==> src/rtl/split_fifo_pkg.sv <==
// Shared widths and the merged-word type for the split FIFO read path.
package split_fifo_pkg;

  localparam int unsigned W1_DEF = 18;
  localparam int unsigned W2_DEF = 9;
  localparam int unsigned DW     = W1_DEF + W2_DEF;

  typedef logic [DW-1:0] word_t;

  // Half 2 occupies the upper bits of the merged word.
  function automatic word_t merge_word(input logic [W1_DEF-1:0] d1,
                                       input logic [W2_DEF-1:0] d2);
    return {d2, d1};
  endfunction

endpackage

==> src/rtl/split_fifo_drain_buf.sv <==
// Two-entry FIFO-ordered holding buffer; head is always presented on dout_o.
module split_fifo_drain_buf #(
  parameter int unsigned DW = 27
) (
  input  logic          clk_i,
  input  logic          rst_i,
  input  logic          wr_i,
  input  logic [DW-1:0] din_i,
  input  logic          rd_i,
  output logic [DW-1:0] dout_o,
  output logic [1:0]    count_o
);

  logic [DW-1:0] head_q, head_d;
  logic [DW-1:0] tail_q, tail_d;
  logic [1:0]    count_q, count_d;
  logic          rd_eff;

  assign rd_eff  = rd_i & (count_q != 2'd0);
  assign dout_o  = head_q;
  assign count_o = count_q;

  // Next-state: shift tail into head on read, append on write.
  always_comb begin
    head_d  = head_q;
    tail_d  = tail_q;
    count_d = count_q;
    case ({wr_i, rd_eff})
      2'b10: begin
        if (count_q == 2'd0) head_d = din_i;
        else                 tail_d = din_i;
        count_d = count_q + 2'd1;
      end
      2'b01: begin
        head_d  = tail_q;
        count_d = count_q - 2'd1;
      end
      2'b11: begin
        if (count_q == 2'd2) begin
          head_d = tail_q;
          tail_d = din_i;
        end else begin
          head_d = din_i;
        end
      end
      default: ;
    endcase
  end

  // Buffer registers with synchronous reset.
  always_ff @(posedge clk_i) begin
    if (rst_i) begin
      head_q  <= '0;
      tail_q  <= '0;
      count_q <= '0;
    end else begin
      head_q  <= head_d;
      tail_q  <= tail_d;
      count_q <= count_d;
    end
  end

  // The issue logic upstream must never push into a full buffer.
  a_no_overflow: assert property (@(posedge clk_i) disable iff (rst_i)
    !(wr_i && !rd_eff && count_q == 2'd2));

endmodule

==> src/rtl/split_fifo_drain.sv <==
// Drain controller for a split (W1 + W2) synchronous FIFO: paired reads,
// latency absorption, skew monitoring and error-event counting.
module split_fifo_drain
  import split_fifo_pkg::*;
#(
  parameter int unsigned W1        = W1_DEF,
  parameter int unsigned W2        = W2_DEF,
  parameter int unsigned SKEW_MAX  = 4,
  parameter int unsigned ERR_CNT_W = 8
) (
  input  logic                 clock0,
  input  logic                 rst_ptr,
  input  logic                 empty1,
  input  logic                 empty2,
  input  logic [W1-1:0]        dout1,
  input  logic [W2-1:0]        dout2,
  input  logic                 underrun1,
  input  logic                 underrun2,
  input  logic                 overrun1,
  input  logic                 overrun2,
  output logic                 re1,
  output logic                 re2,
  output logic [W1+W2-1:0]     m_data,
  output logic                 m_valid,
  input  logic                 m_ready,
  output logic                 desync,
  output logic [ERR_CNT_W-1:0] err_cnt,
  output logic [1:0]           occupancy
);

  localparam int unsigned MW = W1 + W2;
  localparam int unsigned SW = $clog2(SKEW_MAX + 1);
  localparam logic [SW:0] SKEW_LIM = (SW+1)'(SKEW_MAX);

  logic                 pop, issue;
  logic [1:0]           buf_cnt;
  logic [2:0]           committed;
  logic                 inflight_q, inflight_d;
  logic [SW-1:0]        skew_q, skew_d;
  logic [SW:0]          skew_inc;
  logic                 desync_q, desync_d;
  logic                 err_any, err_prev_q;
  logic [ERR_CNT_W-1:0] err_cnt_q, err_cnt_d;

  assign m_valid   = (buf_cnt != 2'd0);
  assign pop       = m_valid & m_ready;
  // Words that will occupy the buffer after this edge, before any new issue.
  assign committed = {1'b0, buf_cnt} + {2'b00, inflight_q} - {2'b00, pop};
  assign issue     = !rst_ptr & !empty1 & !empty2 & !desync_q & (committed < 3'd2);
  assign re1       = issue;
  assign re2       = issue;
  assign occupancy = buf_cnt;
  assign desync    = desync_q;
  assign err_cnt   = err_cnt_q;
  assign err_any   = underrun1 | underrun2 | overrun1 | overrun2;
  assign skew_inc  = {1'b0, skew_q} + {{SW{1'b0}}, 1'b1};

  split_fifo_drain_buf #(.DW(MW)) u_buf (
    .clk_i   (clock0),
    .rst_i   (rst_ptr),
    .wr_i    (inflight_q),
    .din_i   ({dout2, dout1}),
    .rd_i    (pop),
    .dout_o  (m_data),
    .count_o (buf_cnt)
  );

  // Next-state for inflight tracking, skew/desync and the error counter.
  always_comb begin
    inflight_d = issue;
    skew_d     = skew_q;
    desync_d   = desync_q;
    err_cnt_d  = err_cnt_q;
    if (empty1 != empty2) begin
      if (skew_inc <= SKEW_LIM) skew_d = skew_inc[SW-1:0];
      if (skew_inc >= SKEW_LIM) desync_d = 1'b1;
    end else begin
      skew_d = '0;
    end
    if (err_any && !err_prev_q && (err_cnt_q != '1)) begin
      err_cnt_d = err_cnt_q + 1'b1;
    end
  end

  // Control registers with synchronous reset.
  always_ff @(posedge clock0) begin
    if (rst_ptr) begin
      inflight_q <= 1'b0;
      skew_q     <= '0;
      desync_q   <= 1'b0;
      err_prev_q <= 1'b0;
      err_cnt_q  <= '0;
    end else begin
      inflight_q <= inflight_d;
      skew_q     <= skew_d;
      desync_q   <= desync_d;
      err_prev_q <= err_any;
      err_cnt_q  <= err_cnt_d;
    end
  end

endmodule

==> config.mk <==
export PLATFORM = sky130hd
export DESIGN_NAME = split_fifo_drain
export DESIGN_NICKNAME = d
export VERILOG_FILES = /design/src/rtl/split_fifo_pkg.sv /design/src/rtl/split_fifo_drain_buf.sv /design/src/rtl/split_fifo_drain.sv
export SDC_FILE = /design/constraint.sdc
export NUM_CORES = 1
export LEC_CHECK = 0
export ABC_AREA = 1
export CAP_MARGIN = 15
export CORE_ASPECT_RATIO = 1.25
export CORE_UTILIZATION = 48
export DETAILED_ROUTE_END_ITERATION = 8
export GPL_ROUTABILITY_DRIVEN = 0
export PLACE_DENSITY = 0.82
export SLEW_MARGIN = 20
export SYNTH_ARGS = -nofsm -noshare
export SYNTH_HDL_FRONTEND = slang
export SYNTH_SLANG_ARGS = --single-unit
==> constraint.sdc <==
create_clock -name clock0 -period 2.55 [get_ports clock0]
set_clock_uncertainty 0.05 [all_clocks]
set_input_delay 0.255 -clock clock0 [delete_from_list [all_inputs] [get_ports clock0]]
set_output_delay 0.255 -clock clock0 [all_outputs]
set_load 0.01 [all_outputs]
==> flow_summary.ini <==
[drt]
vias = 3385
wire_per_inst_um = 11.28
ant_nets = 0
totalWireLength_um = 7830
drc = 0
first_pass_iters = 4
viasPerCell = 4.878
drtIter0Drc = 204

[floorplanning]
dieArea_um2 = 7321
initial_core_util_pct = 50.40
num_rows = 33
fp.dieH_um = 95.41
io_pins = 77
coreArea_um2 = 6648
die_w_um = 76.73

[placed_design]
dp_hpwl_um = 5199
port_buffers = 76
place_inst = 673

[worst_setup_path]
start_kind = flip-flop
crit_path_end_kind = primary output
worstPathRequired_ps = 2250
path_class = flip-flop to primary output
arrival_ps = 2250
r2r_cells = 14
critical_path.max_fanout = 2

[yosys]
synth_fp_nets = 562
syn_avg_cell_area_um2 = 6.456
synthCells = 519
yosysWarningCount = 0
ys_ff_latch = 70
synth_cell_type_count = 25
ys_seq_area_share_pct = 41.82
syn_area_um2 = 3351

[clock_network]
cts_htree_levels = 3
root_buffer = clkbuf_8
cts_tree = yes
clock_path_buffers = 2
numCtsBuffers = 9
clk_latency_ps = 330
cts.sinks = 70
path_clk_slew_ps = 70

[status]
outcome = finished, violations left
violations = negative setup slack

[timing]
period_share_pct = 100.4
fin_setup_tns_ps = -19.60
tightest_slew_ps = 550.1
fmax_ghz = 0.3907
maxSlewViolCount = 0
rsz0062_at_grt = true
fin_crit_ps = 2560
hold_viol = 0
setup_violations = 2
slew-limit-headroom_pct = 63.15
finalWorstSetupSlack_ps = -9.799

[run]
maxCapViolations = 0

[layout]
layout_commonest_cell = nor2_1
layoutNonFillerInstCount = 694
drive_gt1_share_pct = 8.731
final_cell_mix = nor2_1 (150), nand2_1 (92), clkdlybuf4s50_1 (74)
syn2layout_area_growth_pct = 33.87
fin_util_pct = 67.48
diodes = 0
finalNetCount = 647

[global_routing]
grt_pass1_vias = 3312
antenna_found_initial = 0
grt_max_degree = 58
overflow = 0
grt_pass1_wl_um = 13610
grtUsageTotal_pct = 23.17

[power_and_ir_drop]
leakagePower_uw = 0.002113
powerDensity_nw_per_um2 = 688.5
ir_worst_vdd_v = 0.0004303

[hold_path]
hold_path.class = flip-flop to flip-flop
hold_depth = 1
[synth_stat cells (all sizes together)]
master  number  area (µm²)
xor2         1       8.760
o211ai       1       12.51
nor2       151       569.3
nand2       96       367.8
a21oi       14       73.82
nand3       12       60.06
inv         74       277.8
nand3b       1       7.510
nand4        2       12.51
fa           1       20.02
o21ai       62       310.3
or2          2       12.51
dfxtp       70        1401
clkbuf       6       22.52
buf         17       91.33
a211oi       2       15.01
a31oi        1       12.51
ha           6       75.07
[sequential cells by signal (all words and copies together) (netlist names)]
name and flops:
u_buf.dout_o 27, desync 1, skew_q 3, err_prev_q 1, err_cnt 8, u_buf.tail_q 27
inflight_q 1, u_buf.count_o 2
[area by class of cell]
cell class                      count  area [µm²]
Tap cell                           87       108.9
Timing Repair Buffer               97       945.9
Inverter                           74       277.8
Fill cell                         588        2162
Clock buffer                       12       145.1
Multi-Input combinational cell    352        1594
Clock inverter                      2       10.01
Sequential cell                    70        1404
[power by group]
group	total [µW]	switching, µW	internal [µW]
Clock	744	377	366
Combinational	1010	522	488
Sequential	1340	73.9	1260
[per-layer routing]
layer	track usage [%]	share of wire, %
met2	44.20	52
met1	24.33	42
met3	4.785	4.2
met4	10.74	1.1
met5	0	0
[cell families after synthesis]
group / Yosys count / synth area share, %
AOI/OAI and AO/OA: 80 / 12.66
xor gates and xnor gates: 1 / 0.2614
adders and majority gates: 7 / 2.838
buffers and inverters: 97 / 11.69
DFF: 70 / 41.82
and+or+nand+nor: 264 / 30.73
[critical path, cell delays in order (launching register included)]
cell and delay [ps]:
dfxtp_2 320, inv_2 60, nand2_2 60, nand2_2 70, inv_2 40, ha_4 200, or2_4 250, fa_1 500
nand3_2 90, a211oi_2 170, buf_2 160
[worst paths after layout]
| kind | start | endpoint | slack (ps) |
|---|---|---|---|
| max reg2reg | u_buf.count_o[0]$_SDFFE_PP0P_ | u_buf.dout_o[21]$_SDFFE_PP0P_ | 290 |
| min reg2reg | skew_q[0]$_SDFFE_PP0P_ | skew_q[0]$_SDFFE_PP0P_ | 440 |
| max | u_buf.count_o[0]$_SDFFE_PP0P_ | re2 | -10 |
| min | skew_q[0]$_SDFFE_PP0P_ | skew_q[0]$_SDFFE_PP0P_ | 440 |
[repair_timing]
| item | CTS | global route |
|---|---|---|
| pin swaps | 7 | 6 |
| gates resized for setup | 13 | 0 |
| hold buffers | 0 | 0 |
| endpoints found under the setup margin | 2 | 2 |
| setup buffers | 4 | 3 |
[metrics by stage]
stage / hold slack [ps] / total power, µW / area [µm²] / worst slack, ps
6_report: 438.9 / 3088 / 4486 / -9.799
5_1_grt: 475.3 / 3301 / 4486 / -83.39
4_1_cts: 441.5 / 3086 / 4463 / -89.47
3_5_place_dp: 425.0 / 2316 / 4268 / -480.7
3_3_place_gp: 414.1 / 2285 / 4268 / -431.9
2_1_floorplan: 339.9 / 1870 / 3361 / 9.608
(Power assumes the default switching activity.)
